`config.mk`:
```
export PLATFORM = sky130hd
export DESIGN_NAME = hex_sum_bcd_converter
export DESIGN_NICKNAME = d
export VERILOG_FILES = /design/src/rtl/hex_sum_pkg.sv /design/src/rtl/bcd_add3.sv /design/src/rtl/hex_sum_bcd_converter.sv
export SDC_FILE = /design/constraint.sdc
export NUM_CORES = 1
export LEC_CHECK = 0
export CAP_MARGIN = 20
export CORE_MARGIN = 1.5
export CORE_UTILIZATION = 55
export CTS_BUF_LIST = sky130_fd_sc_hd__clkbuf_8
export DETAILED_ROUTE_END_ITERATION = 8
export GPL_TIMING_DRIVEN = 0
export PLACE_DENSITY = 0.77
export SYNTH_ARGS = -nofsm -noshare
export SYNTH_HDL_FRONTEND = slang
export SYNTH_HIERARCHICAL = 1
export SYNTH_SLANG_ARGS = --single-unit
```
`constraint.sdc`:
```
create_clock -name clk -period 1.6 [get_ports clk]
set_input_delay 0.16 -clock clk [delete_from_list [all_inputs] [get_ports clk]]
set_output_delay 0.16 -clock clk [all_outputs]
set_load 0.01 [all_outputs]
```
`src/rtl/hex_sum_pkg.sv`:
```
// -----------------------------------------------------------------------------
// hex_sum_pkg
// Shared definitions for the hex-digit-sum to BCD converter:
//   - default binary input width and BCD digit count
//   - FSM state encoding
//   - counter width constant and a helper that sizes the iteration counter
// -----------------------------------------------------------------------------
package hex_sum_pkg;

  localparam int IN_W_DEF       = 7;  // 0..120 digit sums fit in 7 bits
  localparam int NUM_DIGITS_DEF = 3;  // 10^3 > 2^7

  // The iteration counter must hold the value IN_W itself.
  function automatic int cnt_width(input int in_w);
    return $clog2(in_w + 1);
  endfunction

  localparam int CNT_W = cnt_width(IN_W_DEF);

  typedef enum logic [1:0] {
    ST_IDLE    = 2'd0,
    ST_CONVERT = 2'd1,
    ST_DONE    = 2'd2
  } state_e;

endpackage

```
`src/rtl/bcd_add3.sv`:
```
// -----------------------------------------------------------------------------
// bcd_add3
// Double-dabble correction cell: adds 3 to a BCD digit that is 5 or more so
// that the following left shift carries correctly into the next digit.
// Ports:
//   digit_i  4-bit BCD digit before correction
//   digit_o  4-bit corrected digit
// -----------------------------------------------------------------------------
module bcd_add3 (
  input  logic [3:0] digit_i,
  output logic [3:0] digit_o
);

  assign digit_o = (digit_i >= 4'd5) ? (digit_i + 4'd3) : digit_i;

endmodule

```
`src/rtl/hex_sum_bcd_converter.sv`:
```
// -----------------------------------------------------------------------------
// hex_sum_bcd_converter
// Sequential binary-to-BCD converter (shift-and-add-3) for the output of the
// hex-digit-sum stage. One bit is processed per CONVERT cycle.
// Ports:
//   clk      clock, all state on rising edge
//   rst      synchronous active-high reset
//   start    request conversion of bin_in (honoured only in IDLE)
//   bin_in   binary value, sampled only on the accepting edge
//   busy     high while converting (registered)
//   done     one-cycle pulse marking a new bcd_out value (registered)
//   bcd_out  last result, ones digit in [3:0], tens in [7:4], ...
// -----------------------------------------------------------------------------
module hex_sum_bcd_converter
  import hex_sum_pkg::*;
#(
  parameter int IN_W       = IN_W_DEF,
  parameter int NUM_DIGITS = NUM_DIGITS_DEF
) (
  input  logic                    clk,
  input  logic                    rst,
  input  logic                    start,
  input  logic [IN_W-1:0]         bin_in,
  output logic                    busy,
  output logic                    done,
  output logic [4*NUM_DIGITS-1:0] bcd_out
);

  localparam int BW = 4 * NUM_DIGITS;
  localparam int CW = cnt_width(IN_W);
  localparam logic [CW-1:0] CNT_LOAD = CW'(IN_W);
  localparam logic [CW-1:0] CNT_ONE  = CW'(1);

  state_e          state_q, state_d;
  logic [IN_W-1:0] bin_q, bin_d;
  logic [BW-1:0]   scratch_q, scratch_d;
  logic [CW-1:0]   cnt_q, cnt_d;
  logic [BW-1:0]   bcd_q, bcd_d;
  logic            busy_q, busy_d;
  logic            done_q, done_d;

  // Correct every digit before the shift.
  logic [BW-1:0] adj;

  generate
    for (genvar gi = 0; gi < NUM_DIGITS; gi++) begin : g_add3
      bcd_add3 u_add3 (
        .digit_i (scratch_q[4*gi +: 4]),
        .digit_o (adj[4*gi +: 4])
      );
    end
  endgenerate

  // The top bit of the corrected scratch is always shifted out; it can never
  // be set because 10^NUM_DIGITS exceeds the input range.
  logic [BW+IN_W-1:0] shifted;
  logic               unused_adj_msb;

  assign shifted        = {adj[BW-2:0], bin_q, 1'b0};
  assign unused_adj_msb = adj[BW-1];

  always_comb begin
    state_d   = state_q;
    bin_d     = bin_q;
    scratch_d = scratch_q;
    cnt_d     = cnt_q;
    bcd_d     = bcd_q;
    done_d    = 1'b0;

    case (state_q)
      ST_IDLE: begin
        if (start) begin
          bin_d     = bin_in;
          scratch_d = '0;
          cnt_d     = CNT_LOAD;
          state_d   = ST_CONVERT;
        end
      end
      ST_CONVERT: begin
        {scratch_d, bin_d} = shifted;
        cnt_d              = cnt_q - CNT_ONE;
        // The cycle that consumes the last bit leaves for DONE.
        if (cnt_q == CNT_ONE) begin
          state_d = ST_DONE;
        end
      end
      ST_DONE: begin
        bcd_d   = scratch_q;
        done_d  = 1'b1;
        state_d = ST_IDLE;
      end
      default: begin
        state_d = ST_IDLE;
      end
    endcase

    busy_d = (state_d == ST_CONVERT);
  end

  always_ff @(posedge clk) begin
    if (rst) begin
      state_q   <= ST_IDLE;
      bin_q     <= '0;
      scratch_q <= '0;
      cnt_q     <= '0;
      bcd_q     <= '0;
      busy_q    <= 1'b0;
      done_q    <= 1'b0;
    end else begin
      state_q   <= state_d;
      bin_q     <= bin_d;
      scratch_q <= scratch_d;
      cnt_q     <= cnt_d;
      bcd_q     <= bcd_d;
      busy_q    <= busy_d;
      done_q    <= done_d;
    end
  end

  assign busy    = busy_q;
  assign done    = done_q;
  assign bcd_out = bcd_q;

endmodule
```
* Yosys cells after proc, flatten, opt, wreduce, memory -nomap -nowiden
Index checks and enable logic that the tools add are counted.
Cells by class: $add $sub $neg 4, multiply operators 0, div/mod/pow operators 0, order comparisons 3, equality and inequality tests 5, shift operators 0, multiplexer cells 13, bitwise operators 0, reductions and logical operators 3
Operator list (number):
- $pmux W12 S2 | 1
- $pmux W7 S2 | 1
- $ge A4 B3 Y1 const B | 3
- $mux W12 | 1
- $add A4 B2 Y4 const B | 2
- $mux W4 | 2
- $mux W7 | 1
- $mux W3 | 2
- $pmux W3 S2 | 1
- $eq A2 B1 Y1 const B | 2
- $mux W2 | 2
- $pmux W2 S2 | 1
- $add A3 B2 Y3 const B | 1
- $eq A3 B1 Y1 const B | 1
- $sub A3 B1 Y3 const B | 1
- $eq A2 B2 Y1 const B | 1
- $logic_not A2 Y1 | 1
- $ne A2 B2 Y1 const B | 1
- $reduce_and A2 Y1 | 1
- $reduce_bool A2 Y1 | 1
- $mux W1 | 1
Storage, ports and cells: bits in registers 38, latch bits 0, RAM bits 0, ROM bits 0, input port bits 10, output and inout bits 14, word-level logic and storage cells 35, memories 0

* Longest topological paths before layout
Gate-level depths: netlist (run 1).
depth in word-level cells 4, gate-level depth with buffers 6, gate-level depth less buffers 6

* Modules after synthesis
Netlist (run 1), hierarchy kept.
Modules (own cells, without submodules):
- hex_sum_bcd_converter | times used 1, cells an instance 142, area each 1423.9 um2, seq. area each 760.7 um2
- bcd_add3 | times used 3, cells an instance 16, area each 101.3 um2, seq. area each 0.0 um2

* Worst setup path before layout (run 1)
No wires, ideal clock.
path kind reg-to-reg, start point reg scratch_q[9], end point reg scratch_q[10], setup time 0.117 ns, arrival time 1.170 ns, required time 1.483 ns, path slack 0.314 ns, stages on the path, launching flop included 7, path buffers 0, period minus slack after synthesis 1.286 ns, cells stage by stage dfxtp_1 -> inv_1 -> ha_1 -> nand2b_1 -> a21oi_2 -> mux2i_1 -> a22o_1
Between the ends: word-level cells in the longest chain between the ends 3, elaborated cells on any way between the ends 4, those cells by class add/sub: 1; order compare: 1; mux: 2
Ends and longest elaborated chain:
- from (decl) | RTL line hex_sum_bcd_converter.sv:36 | logic [BW-1:0] scratch_q, scratch_d;
- from (signal assigned) | RTL line hex_sum_bcd_converter.sv:112 | scratch_q <= scratch_d;
- $ge A4 B3 Y1 or $add A3 B2 Y3 (tied branches) | RTL line bcd_add3.sv:14 | assign digit_o = (digit_i >= 4'd5) ? (digit_i + 4'd3) : digit_i;
- $mux W3 (*) | RTL line bcd_add3.sv:14
- via adj[9] | RTL line hex_sum_bcd_converter.sv:43 | logic [BW-1:0] adj;
- $pmux W12 S2 (*) | RTL line hex_sum_bcd_converter.sv:70 | case (state_q)
The timed path passes the listed nets; every way through them passes the cells marked *. A chain may end at the register's enable or synchronous reset.

* Final worst setup path (run 1)
start point reg scratch_q[5], end point reg scratch_q[6]
Between the ends: word-level cells in the longest chain between the ends 3, elaborated cells on any way between the ends 4, those cells by class add/sub: 1; order compare: 1; mux: 2
Ends and longest elaborated chain (RTL line):
- $add A4 B2 Y4 or $ge A4 B3 Y1 (tied branches) | bcd_add3.sv:14
- $mux W4 (*) | bcd_add3.sv:14
- via adj[5] | hex_sum_bcd_converter.sv:43
- $pmux W12 S2 (*) | hex_sum_bcd_converter.sv:70
Marked as above.

==> results of run 1 <==
sequential cells by signal (all words and copies together), names as in the netlist:
signal	cells
busy	1
cnt_q	3
state_q	2
bin_q	7
bcd_out	12
scratch_q	12
done	1
critical path: cells and delay by family, from the launching register on:
family,cells,cell delay [ns]
flops,1,0.39
compound gates,2,0.34
mux,1,0.23
fa+ha+maj,1,0.17
simple gates,1,0.17
buf+inv,1,0.10
cells in the final DEF (no fill, tap or decap), drive strengths merged:
cell type	n
nor3b	2
clkdlybuf4s50	22
nor4b	2
a311oi	2
xnor2	3
o21ba	1
a21oi	16
buf	8
dfxtp	38
and2b	3
nand3b	1
nand2b	6
inv	9
a22oi	1
o21bai	1
mux2i	7
clkbuf	10
a211oi	5
nor4	2
nor4bb	1
nand2	35
and3	1
o21ai	5
ha	8
a22o	11
nor2	14
a221oi	2
cell type report:
type | instances | area (sq um) | share of cell area [%]
multi-input combinational | 129 | 836 | 40.2
sequential | 38 | 761 | 36.6
timing repair buffer | 22 | 220 | 10.6
clock buffer | 8 | 110 | 5.29
buffer | 10 | 77.6 | 3.73
tap | 33 | 41.3 | 1.99
inverter | 9 | 33.8 | 1.62
worst paths after layout:
path,start,end,slack [ns],depth (start not counted)
min reg2reg,bcd_out[10],bcd_out[10],0.45,2
max,scratch_q[5],scratch_q[6],0.15,6
max reg2reg,scratch_q[5],scratch_q[6],0.15,6
min,rst,cnt_q[1],0.17,2
per-layer routing:
layer  vias to the layer above  wire length, um  GRT usage (%)  share of wire, %
met5                         -                0              0                 0
met4                         0               54           8.12               1.6
met3                         5              141           7.03               4.3
met2                        27             1650           38.3                50
met1                       650             1450           23.3                44
li1                        697                -              -                 -
power by group through the flow:
stage               registers (mW)  logic, mW  clock network (mW)
finish                        1.00      0.195               0.761
CTS                           1.00      0.197               0.786
floorplan                     1.02      0.137                   0
detailed placement            1.02      0.195                   0
global placement              1.02      0.186                   0
global route                  1.01      0.213               0.827
metrics by stage:
stage                     hold WS (ns)  setup slack, ns  instances  instance area [sq um]
after floorplan                  0.394            0.314        186                   1710
after global placement           0.442            0.185        241                   1970
after detailed placement         0.449            0.169        241                   1970
after CTS                        0.163            0.148        249                   2080
after global routing             0.181           0.0684        249                   2080
final                            0.172            0.152        249                   2080
==> metrics.yaml, run 1 <==
status: "complete, no violations"
gp_congestion: 0.839
dp_hpwl_um: 2480
post-route-min-period_ns: 1.45
nNetsFinal: 233
wl_per_cell_um: 13.2
skew_ns: 0.00401
grt_max_degree: 12
grt_overflow: 0
slew_headroom_pct: 64.5
swShare_pct: 22.9
totalWireLength_um: 3300
grt_pass1_vias: 1327
avgSynthCellArea_sq_um: 9.18
path_cells: "inv_1, ha_1, nand2b_1, a21oi_2, mux2i_1, a22o_1"
p_per_area_nw_per_um2: 941
rsz0062_at_grt: "no"
fin_total_pwr_mw: 1.96
avgViaCountPerCell: 5.54
syn-num-nets: 204
cts_tree: "built"
post-route-drc-count: 0
row_count: 20
dr_total_vias: 1379
vdd_drop_max_mv: 0.616
post_cts_buffers: 0
antenna_found_initial: 0
antenna_cells: 0
ios: 24
antenna_left: 0
ctsLongestPathBuffers: 2
clockRootBuffer: "clkbuf_8"
ctsResizeCount: 0
drive_above_1_share_pct: 10.2
syn-cell-area_sq_um: 1710
track_usage_pct: 21.4
power_frac_seq_pct: 51.2
final_max_slew_viol_count: 0
clkPwrFrac_pct: 38.9
clkSinkCount: 38
syn_inst: 186
ys_warn_count: 6
die_width_um: 58.7
path_class: "reg -> reg"
n_fill_cell: 238
grt_pass1_wl_um: 5580
cpPeakStageDelay_ns: 0.39
detail_route.iter0.violations: 51
core_sq_um: 3000
worstPathArrival_ns: 1.69
post-route-period-util_pct: 90.5
p_int_mw: 1.51
setup_tns_ns: 0
endpoint_kind: "flop"
cts.htree.levels: 2
crit_fanout: 4
clock_latency_ns: 0.29
pwr-share-comb_pct: 10.0
slowest_stage: "dfxtp_1"
worstHoldPathType: "in -> reg"
synthToLayoutAreaGrowth_pct: 21.8
fp.dieH_um: 58.7
tightestPinTransition_ns: 0.532
worstSetupStartpointType: "flop"
port_buffers: 22
required_ns: 1.84
finalHoldViolCount: 0
dieArea_sq_um: 3450
setup_viol: 0
maxCapViolCount: 0
dr.pass1.iters: 4
cts_made_buffers: 5
path_clk_slew_ns: 0.07
initial_core_util_pct: 56.9
cts_hold_buf: 0
fmax_mhz: 691
p_sw_mw: 0.449
p_leak_nw: 0.824
postLayoutCoreUtil_pct: 69.3
(Power assumes the default switching activity.)
==> run 2: changes to the inputs <==
--- a/config.mk
+++ b/config.mk
@@ -9,10 +9,10 @@
 export CORE_MARGIN = 1.5
 export CORE_UTILIZATION = 55
 export CTS_BUF_LIST = sky130_fd_sc_hd__clkbuf_8
+export CTS_CLUSTER_DIAMETER = 120
 export DETAILED_ROUTE_END_ITERATION = 8
 export GPL_TIMING_DRIVEN = 0
-export PLACE_DENSITY = 0.77
+export PLACE_DENSITY = 0.78
 export SYNTH_ARGS = -nofsm -noshare
 export SYNTH_HDL_FRONTEND = slang
-export SYNTH_HIERARCHICAL = 1
 export SYNTH_SLANG_ARGS = --single-unit
==> constraint.sdc (replaced) <==
create_clock -name clk -period 1.6 [get_ports clk]
set_input_delay 0.48 -clock clk [delete_from_list [all_inputs] [get_ports clk]]
set_output_delay 0.48 -clock clk [all_outputs]
set_load 0.01 [all_outputs]
==> run 2 against run 1 <==
Cell area is 3.7% lower. Setup slack worse by 0.073 ns. Clock power is 19% lower. Clock-buffer cell count is 3 lower. Total power is 6.7% lower. Area after synthesis is 2.6% lower. Critical path depth stayed put. Wire length is 1.4% higher. Critical endpoint is now scratch_q[3]. Largest cell class unchanged.
==> metrics.yaml, run 2 <==
status: "complete, no violations"
crit_start: "start"
skew_ns: 0.00327  # -0.000743 ns
swShare_pct: 25.3  # +2.3 points
path_clk_slew_ns: 0.07  # about the same
cts_made_buffers: 5  # unchanged
finalHoldViolCount: 0  # unchanged
ios: 24  # unchanged
endpoint_kind: "flop"
fmax_mhz: 658  # -4.8%
ys_seq_area_share_pct: 45.7
post-route-min-period_ns: 1.52  # +0.0732 ns
reg2reg_slack_ns: 0.16  # about the same
multi_input_area_sq_um: 820  # -1.9%
detail_route.iter0.violations: 56  # +9.8%
cts_hold_buf: 0  # unchanged
grt_pass1_wl_um: 5830  # +4.4%
post-route-period-util_pct: 95.1  # +4.6 points
antenna_left: 0  # unchanged
yosys-top-cells-count: "38 x dfxtp_1, 25 x nand2_1, 18 x a21oi_1"
syn-num-nets: 205  # +0.49%
p_per_area_nw_per_um2: 912  # -3.1%
clockRootBuffer: "clkbuf_8"
syn-cell-area_sq_um: 1660  # -2.6%
ys_warn_count: 0  # -6
drive_above_1_share_pct: 10.6  # +0.41 points
path_class: "in -> reg"
syn_inst: 187  # +0.54%
grt_max_degree: 12  # unchanged
p_int_mw: 1.36  # -9.5%
async_flop_share_pct: 0
reg2reg_from: "scratch_q[9]"
seqCellArea_sq_um: 761  # unchanged
synth_edf_count: 0
clock_latency_ns: 0.29  # about the same
gp_congestion: 0.771  # -8.1%
fp.dieH_um: 58.0  # -1.2%
power_frac_seq_pct: 54.7  # +3.5 points
antenna_cells: 0  # unchanged
ctsLongestPathBuffers: 2  # unchanged
pre_cts_slack_ns: -0.223  # -0.392 ns
dieArea_sq_um: 3360  # -2.4%
timing.rr.end: "scratch_q[10]"
p_sw_mw: 0.462  # +2.8%
ys_seq_elements: 38
numPlacedInstances: 241  # unchanged
final_max_slew_viol_count: 0  # unchanged
nNetsFinal: 235  # +0.86%
required_ns: 1.76  # -0.08 ns
worst_slack_ns: 0.0791  # -0.0732 ns
avgSynthCellArea_sq_um: 8.90  # -3.1%
synth_ff_type: "dfxtp_1"
n_fill_cell: 226  # -5.0%
avgViaCountPerCell: 5.61  # +1.3%
vdd_drop_max_mv: 0.618  # +0.37%
dr.pass1.iters: 6  # +2
die_width_um: 58.0  # -1.2%
worstPathArrival_ns: 1.68  # about the same
dr_total_vias: 1391  # +0.87%
ys_types: 31
port_buffers: 23  # +4.5%
track_usage_pct: 22.9  # +1.5 points
setup_tns_ns: 0  # unchanged
worstHoldPathType: "reg -> reg"
synth_top_area_cell: "dfxtp_1"
grt_overflow: 0  # unchanged
crit_fanout: 9  # +5
dp_hpwl_um: 2450  # -1.2%
row_count: 19  # -5.0%
stdcell_count: 248  # -0.40%
yosysTopAreaCellShare_pct: 45.7
worstSetupStartpointType: "input port"
p_leak_nw: 0.836  # +1.4%
clkSinkCount: 38  # unchanged
pwr-share-comb_pct: 11.7  # +1.7 points
post-route-drc-count: 0  # unchanged
ys_top_cells_by_area: "dfxtp_1 46%, ha_1 6.0%, nand2_1 5.6%, a21oi_1 5.4%, a22o_1 4.2%"
wl_per_cell_um: 13.5  # +1.8%
setup_viol: 0  # unchanged
yosys.cell_count.top_type: "dfxtp_1"
post_cts_buffers: 0  # unchanged
core_sq_um: 2810  # -6.6%
reg2reg_depth: 6  # unchanged
synthToLayoutAreaGrowth_pct: 20.3
totalWireLength_um: 3340  # +1.4%
layout_common_cells: "38 x dfxtp_1, 25 x nand2_1, 16 x a21oi_1, 14 x dlygate4sd2_1, 13 x nor2_1"
slew_headroom_pct: 66.2  # +1.7 points
antenna_found_initial: 0  # unchanged
maxCapViolCount: 0  # unchanged
initial_core_util_pct: 59.3  # +2.4 points
grt_pass1_vias: 1293  # -2.6%
clkPwrFrac_pct: 33.6  # -5.3 points
tightestPinTransition_ns: 0.507  # -0.0251 ns
cts_tree: "built"
final_common_cell: "dfxtp_1"
cts.htree.levels: 2  # unchanged
worstSetupEndpoint: "scratch_q[3]"
-- run 2: how the worst min path moves through the flow --
stage          depth (start not counted)  slack [ns]     endpoint     startpoint
3_5_place_dp                           2        0.45   bcd_out[3]     bcd_out[3]
6_report                               2        0.45   bcd_out[3]     bcd_out[3]
4_1_cts                                2        0.45   bcd_out[3]     bcd_out[3]
3_3_place_gp                           2        0.44   bcd_out[9]     bcd_out[9]
2_1_floorplan                          2        0.44  bcd_out[11]  scratch_q[11]
5_1_grt                                2        0.47   bcd_out[3]     bcd_out[3]
-- run 2: repair_timing --
item	4_1_cts	5_1_grt
pin swaps	0	0
endpoints found under the setup margin	14	4
gates resized for setup	14	2
-- run 2: cell type report --
class                      count  area share, %
buffer                         8           2.69
clock buffer                   5           3.44
clock inverter                 2          0.500
inverter                      10           1.88
multi-input combinational    131           40.9
sequential                    38           38.0
tap                           31           1.94
timing repair buffer          23           10.6
-- run 2: power groups by stage --
stage / logic, mW / clock network [mW] / registers (mW)
2_1_floorplan: 0.147 / 0 / 1.02
4_1_cts: 0.214 / 0.622 / 0.999
6_report: 0.213 / 0.614 / 1.00
3_5_place_dp: 0.214 / 0 / 1.02
3_3_place_gp: 0.206 / 0 / 1.02
5_1_grt: 0.237 / 0.657 / 1.00
-- run 2: stage by stage --
step | hold WS, ns | total power, mW | cell area, sq um | utilization (%)
2_1_floorplan | 0.441 | 1.16 | 1660 | -
3_3_place_gp | 0.441 | 1.22 | 1930 | 68.9
3_5_place_dp | 0.446 | 1.23 | 1930 | 68.9
4_1_cts | 0.453 | 1.84 | 1990 | 71.1
5_1_grt | 0.468 | 1.90 | 2000 | 71.4
6_report | 0.452 | 1.83 | 2000 | 71.4
-- run 2: worst max-delay path, cell delays in order --
cell,delay [ns]
clkdlybuf4s50_1,0.52
nor2_2,0.07
or2_1,0.22
buf_6,0.14
o21ai_0,0.16
a21oi_1,0.08
-- run 2: cells by family after synthesis --
| kind of cell | count (synthesis) | synth area share, % |
|---|---|---|
| compound gates | 45 | 18.0 |
| flops | 38 | 45.7 |
| mux | 3 | 1.80 |
| buf+inv | 18 | 5.49 |
| fa+ha+maj | 8 | 6.02 |
| simple gates | 70 | 20.4 |
| xor+xnor | 5 | 2.63 |
-- run 2: routing by layer --
metal / wire length [um] / global-route usage [%] / up-vias
met2: 1670 / 39.3 / 28
met3: 141 / 6.03 / 6
met5: 0 / 0 / -
met1: 1480 / 27.5 / 657
met4: 50 / 8.31 / 0
li1: - / - / 700
==> run 3: changes to the inputs <==
--- a/config.mk
+++ b/config.mk
@@ -5,14 +5,15 @@
 export SDC_FILE = /design/constraint.sdc
 export NUM_CORES = 1
 export LEC_CHECK = 0
+export ABC_AREA = 1
 export CAP_MARGIN = 20
 export CORE_MARGIN = 1.5
 export CORE_UTILIZATION = 55
 export CTS_BUF_LIST = sky130_fd_sc_hd__clkbuf_8
-export CTS_CLUSTER_DIAMETER = 120
+export CTS_CLUSTER_DIAMETER = 30
 export DETAILED_ROUTE_END_ITERATION = 8
 export GPL_TIMING_DRIVEN = 0
-export PLACE_DENSITY = 0.78
+export PLACE_DENSITY = 0.77
 export SYNTH_ARGS = -nofsm -noshare
 export SYNTH_HDL_FRONTEND = slang
 export SYNTH_SLANG_ARGS = --single-unit
==> run 3 against run 2 <==
Final cell count grew 22%. Hold slack better by 0.014 ns. Combinational power grew 11%. Flip-flop and latch count did not move. Area after synthesis up 6.9%. Clock power down 4.7%. Sequential share of layout area decreased by 2.1 points. Maximum frequency rose by 2.9%. Largest cell class unchanged.
==> metrics.yaml, run 3 <==
status: "complete, no violations"
crit_start: "rst"
post-route-min-period_ns: 1.48  # -0.0427 ns
syn-cell-area_sq_um: 1780  # +6.9%
n_fill_cell: 278  # +23%
fin_total_pwr_mw: 1.83  # +0.11%
async_flop_share_pct: 0  # unchanged
worstPathArrival_ns: 1.70  # +0.02 ns
crit_cells: 4  # -2
gp_congestion: 0.876  # +14%
required_ns: 1.82  # +0.06 ns
synth_top_area_cell: "dfxtp_1"
pre_cts_slack_ns: -0.361  # -0.138 ns
synthToLayoutAreaGrowth_pct: 19.2
ys_top_cells_by_area: "dfxtp_1 43%, nand2_1 9.1%, o21ai_0 6.2%, ha_1 5.6%, a21oi_1 5.3%"
grt_pass1_vias: 1435  # +11%
tightestPinTransition_ns: 0.408  # -0.0993 ns
final_common_cell: "nand2_1"
dr_total_vias: 1563  # +12%
ys_seq_area_share_pct: 42.8  # -3.0 points
setup_tns_ns: 0  # unchanged
fmax_mhz: 677  # +2.9%
syn-num-nets: 248  # +21%
ios: 24  # unchanged
cts.htree.levels: 2  # unchanged
totalWireLength_um: 3700  # +11%
syn_inst: 230  # +23%
cts_tree: "built"
reg2reg_from: "scratch_q[0]"
reg2reg_depth: 9  # +3
rsz0062_at_grt: "no"
post_cts_buffers: 0  # unchanged
avgViaCountPerCell: 5.16  # -8.0%
grt_overflow: 0  # unchanged
p_leak_nw: 0.949  # +13%
antenna_left: 0  # unchanged
design_area_sq_um: 2120  # +5.9%
slew_headroom_pct: 72.8  # +6.6 points
clkSinkCount: 38  # unchanged
endpoint_kind: "flop"
row_count: 20  # +1
worstSetupStartpointType: "input port"
worstHoldStart: "scratch_q[9]"
multi_input_area_sq_um: 862  # +5.2%
worst_slack_ns: 0.122  # +0.0427 ns
clockRootBuffer: "clkbuf_8"
synth_edf_count: 0  # unchanged
maxCapViolCount: 0  # unchanged
synth_ff_type: "dfxtp_1"
layout_common_cells: "43 x nand2_1, 38 x dfxtp_1, 26 x inv_1, 22 x o21ai_0"
path_clk_slew_ns: 0.07  # about the same
port_buffers: 23  # unchanged
grt_pass1_wl_um: 6130  # +5.1%
crit_buf_inv: 2  # unchanged
cp_top_family: "buffers and inverters"
p_per_area_nw_per_um2: 862  # -5.5%
ys_warn_count: 0  # unchanged
core_sq_um: 3050  # +8.8%
skew_ns: 0.00420  # +0.000932 ns
cpPeakStageDelay_ns: 0.53  # about the same
seqCellArea_sq_um: 761  # unchanged
dieArea_sq_um: 3590  # +6.6%
grt_max_degree: 16  # +4
post-route-period-util_pct: 92.4  # -2.7 points
antenna_cells: 0  # unchanged
ys_types: 23  # -26%
path_cells: "clkdlybuf4s50_1, inv_1, o21ai_0, a21oi_1"
hold_path_depth: 2  # unchanged
die_width_um: 59.9  # +3.2%
clock_latency_ns: 0.28  # about the same
track_usage_pct: 23.0  # +0.11 points
crit_fanout: 15  # +6
antenna_found_initial: 0  # unchanged
nNetsFinal: 277  # +18%
final_max_slew_viol_count: 0  # unchanged
slowest_stage: "clkdlybuf4s50_1"
vdd_drop_max_mv: 0.635  # +2.7%
finalHoldViolCount: 0  # unchanged
fp.dieH_um: 59.9  # +3.2%
yosys-top-cells-count: "43 x nand2_1, 38 x dfxtp_1, 24 x inv_1"
setup_viol: 0  # unchanged
ys_seq_elements: 38  # unchanged
detail_route.iter0.violations: 100  # +79%
post-route-drc-count: 0  # unchanged
cts_made_buffers: 5  # unchanged
ctsLongestPathBuffers: 2  # unchanged
placed_area_sq_um: 2060  # +6.8%
yosys.cell_count.top_type: "nand2_1"
yosysTopAreaCellShare_pct: 42.8  # -3.0 points
avgSynthCellArea_sq_um: 7.74  # -13%
initial_core_util_pct: 58.3  # -1.0 points
path_class: "in -> reg"
dr.pass1.iters: 4  # -2
drive_above_1_share_pct: 13.5  # +2.9 points
dp_hpwl_um: 2680  # +9.6%
worstHoldPathType: "reg -> reg"
wl_per_cell_um: 12.2  # -9.5%
==> run 3: changes by cell type after synthesis, sizes merged, moves of 10 or more <==
cell   before  now
inv        10   26
nand3       3   14
nand2      25   53
a21oi      18   28
o21ai       6   22
==> run 3: report_power, final <==
group | switching (mW) | leakage, nW | internal (mW)
combinational | 0.139 | 0.593 | 0.0971
sequential | 0.0224 | 0.309 | 0.984
clock | 0.299 | 0.0466 | 0.287
total | 0.460 | 0.949 | 1.37
==> run 3: kinds of logic (layout without fill, tap and decap cells) <==
group / after synthesis / count (layout) / synth area share (%)
adders and majority gates: 8 / 8 / 5.63
AOI/OAI and AO/OA: 55 / 55 / 18.1
and+or+nand+nor: 95 / 95 / 24.8
DFF: 38 / 38 / 42.8
buffers and inverters: 34 / 63 / 8.79
==> run 3: what timing repair did <==
action                                  CTS  global route
endpoints found under the setup margin   22             6
gates cloned                              0             0
pin swaps                                 0             0
hold buffers                              0             0
gates resized for setup                  14             2
==> run 3: layout make-up <==
class	count	share of cell area, %
inverter	27	5.01
sequential	38	35.9
multi-input combinational	158	40.6
buffer	6	2.24
clock inverter	2	0.354
tap	44	2.60
clock buffer	5	3.24
timing repair buffer	23	10.0
==> run 3: final timing paths <==
path                                      to  slack (ns)
worst min register to register  scratch_q[9]        0.47
worst min-delay path            scratch_q[9]        0.47
worst max-delay path              bcd_out[0]        0.12
worst max register to register  scratch_q[4]        0.21
==> run 3: metrics by stage <==
| step | utilization, % | std cells | hold WS [ns] |
|---|---|---|---|
| 2_1_floorplan | - | 230 | 0.444 |
| 3_3_place_gp | 67.6 | 297 | 0.453 |
| 3_5_place_dp | 67.6 | 297 | 0.458 |
| 4_1_cts | 69.4 | 303 | 0.468 |
| 5_1_grt | 69.5 | 303 | 0.490 |
| 6_report | 69.5 | 303 | 0.465 |
==> run 3: worst reg2reg max path, cell delays in order (launching register included) <==
cell	delay (ns)
dfxtp_1	0.39
inv_1	0.11
ha_1	0.22
inv_1	0.05
nand2_1	0.09
nand3_1	0.14
nand2_1	0.06
nor2_1	0.14
nor2_1	0.06
nor2_1	0.07
==> run 3: metal layers <==
| layer | global-route usage [%] | vias to the layer above | routed length [um] |
|---|---|---|---|
| li1 | - | 812 | - |
| met1 | 28.3 | 726 | 1760 |
| met2 | 37.9 | 20 | 1770 |
| met3 | 5.41 | 5 | 123 |
| met4 | 10.5 | 0 | 53 |
| met5 | 0 | - | 0 |
==> RTL change: new RTL, settings of run 2 <==
Encoding of `state_e`: now one-hot (3 bits for 3 states).
--- a/src/rtl/hex_sum_pkg.sv
+++ b/src/rtl/hex_sum_pkg.sv
@@ -18,8 +18,8 @@
   localparam int CNT_W = cnt_width(IN_W_DEF);
 
-  typedef enum logic [1:0] {
-    ST_IDLE    = 2'd0,
-    ST_CONVERT = 2'd1,
-    ST_DONE    = 2'd2
+  typedef enum logic [2:0] {
+    ST_IDLE    = 3'b001,
+    ST_CONVERT = 3'b010,
+    ST_DONE    = 3'b100
   } state_e;
 
Behaviour: no difference found for any inputs over 10 cycles, from zero or initial values and one cycle with rst high; not proved beyond that.
==> RTL change against run 2 <==
Die area grew 4.8%; total power grew 13%; synthesized area grew 5.0%; design area grew 8.6%; count of clock-buffer cells in the layout grew 1; sequential cell count grew 1; combinational power shrank 6%; wire length grew 3.7%; worst setup slack lost 0.042 ns; maximum frequency shrank 2.7%; first-iteration DRC count grew 52%; utilization grew 0.41 points; via count grew 2.5%.
==> RTL change: results (changes against run 2) <==
grt_max_degree: 13  # +1
worst_slew_pin_slew_ns: 0.363  # -0.145 ns
port_buffers: 23  # unchanged
avgRoutedWirePerCell_um: 12.7  # -5.4%
use_met3_pct: 7.21  # +1.2 points
first_pass_iters: 4  # -2
cts-buffers-inserted: 5  # unchanged
max_stage_delay_ns: 0.52  # about the same
wl_met2_mm: 1.71  # +1.9%
dp_hpwl_mm: 2.45  # +0.10%
grt_use_met1_pct: 28.7  # +1.2 points
p_comb_share_pct: 9.7  # -2.0 points
fin_nets: 245  # +4.3%
postCtsSetupRepairBufs: 0  # unchanged
grt_use_total_pct: 22.1  # -0.76 points
cp_max_fo: 10  # +1
grt_pass1_vias: 1314  # +1.6%
clock-root-buffer: "clkbuf_8"
clkPwrFrac_pct: 40.4  # +6.8 points
critical_path_arrival_ns: 1.75  # +0.07 ns
cp_top_family: "buffers and inverters"
status: "complete, no violations"
synth_fp_nets: 214  # +4.4%
diodes: 0  # unchanged
gp_congestion: 0.796  # +3.2%
yosys_warnings: 0  # unchanged
wl_met1_mm: 1.61  # +9.3%
drt_iter0_markers: 85  # +52%
clk_path_buf_depth: 2  # unchanged
place_area_um2: 2030  # +5.2%
yosysUniqueCellTypes: 37  # +19%
critPathSlowestCell: "clkdlybuf4s50_1"
peakVddDrop_mv: 0.671  # +8.5%
ys_seq_area_share_pct: 44.7  # -1.0 points
drive_above_1_share_pct: 12.3  # +1.7 points
final_util_pct: 71.8  # +0.41 points
num-fill-cells: 253  # +12%
antenna_found_initial: 0  # unchanged
postCtsResizedCells: 16  # +2
vias_per_cell: 5.24  # -6.5%
synth_ff_type: "dfxtp_1"
highest_layer: "met4"
synth-async-reset-ratio_pct: 0  # unchanged
clkLatencyLatePin_ns: 0.29  # about the same
synthTopCellsByCount: "dfxtp_1, nand2_1, nor2_1"
clock_skew_ns: 0.00555  # +0.00228 ns
synthTopCellsByArea: "dfxtp_1, ha_1, nand2_1"
path_clk_slew_ns: 0.07  # about the same
met3WireLength_um: 124  # -12%
grtUsageMet2_pct: 34.4  # -4.9 points
intPower_w: 0.00161  # +18%
min_path_type: "reg2reg"
p_per_area_nw_per_um2: 947  # +3.8%
grt_pass1_wl_mm: 5.87  # +0.70%
setup_violations: 0  # unchanged
htreeDepth: 2  # unchanged
p_leak_nw: 0.926  # +11%
RTL change: changes by cell type after synthesis, sizes merged, moves of 2 or more:
cell	run 2	this run
o22a	0	6
o21ai	6	3
o31ai	0	3
o22ai	6	0
nand3	3	1
nor2b	7	4
nor2	18	24
and2	0	2
inv	10	8
a311oi	2	0
clkbuf	2	0
buf	6	11
a32o	0	3
RTL change: cell type report:
| class | count | area share (%) |
|---|---|---|
| tap | 44 | 2.53 |
| buffer | 11 | 3.17 |
| sequential | 39 | 35.9 |
| clock buffer | 6 | 3.80 |
| clock inverter | 2 | 1.61 |
| timing repair buffer | 24 | 10.7 |
| inverter | 8 | 1.38 |
| multi-input combinational | 138 | 40.9 |
RTL change: per-stage QoR:
stage | TNS (ns) | hold slack (ns) | instances | worst slack [ns]
finish | 0 | 0.455 | 272 | 0.0372
global route | -0.00859 | 0.480 | 272 | -0.00859
CTS | 0 | 0.457 | 271 | 0.0403
detailed placement | -10.90 | 0.449 | 263 | -0.433
global placement | -10.42 | 0.443 | 263 | -0.429
floorplan | 0 | 0.437 | 196 | 0.250
RTL change: cell families (layout without fill, tap and decap cells):
family	after synthesis	after routing	synth area share, %
AOI/OAI and AO/OA	48	48	19.6
xor gates and xnor gates	5	5	2.51
adders and majority gates	8	8	5.73
buffers and inverters	19	51	5.37
DFF	39	39	44.7
muxes	3	3	1.72
and+or+nand+nor	74	74	20.4
RTL change: path summary, 6_finish.rpt:
check,from,endpoint,slack [ns],cells after the start
max reg2reg,scratch_q[1],scratch_q[2],0.14,6
max,start,cnt_q[2],0.04,6
min reg2reg,bcd_out[5],bcd_out[5],0.45,2
min,bcd_out[5],bcd_out[5],0.45,2
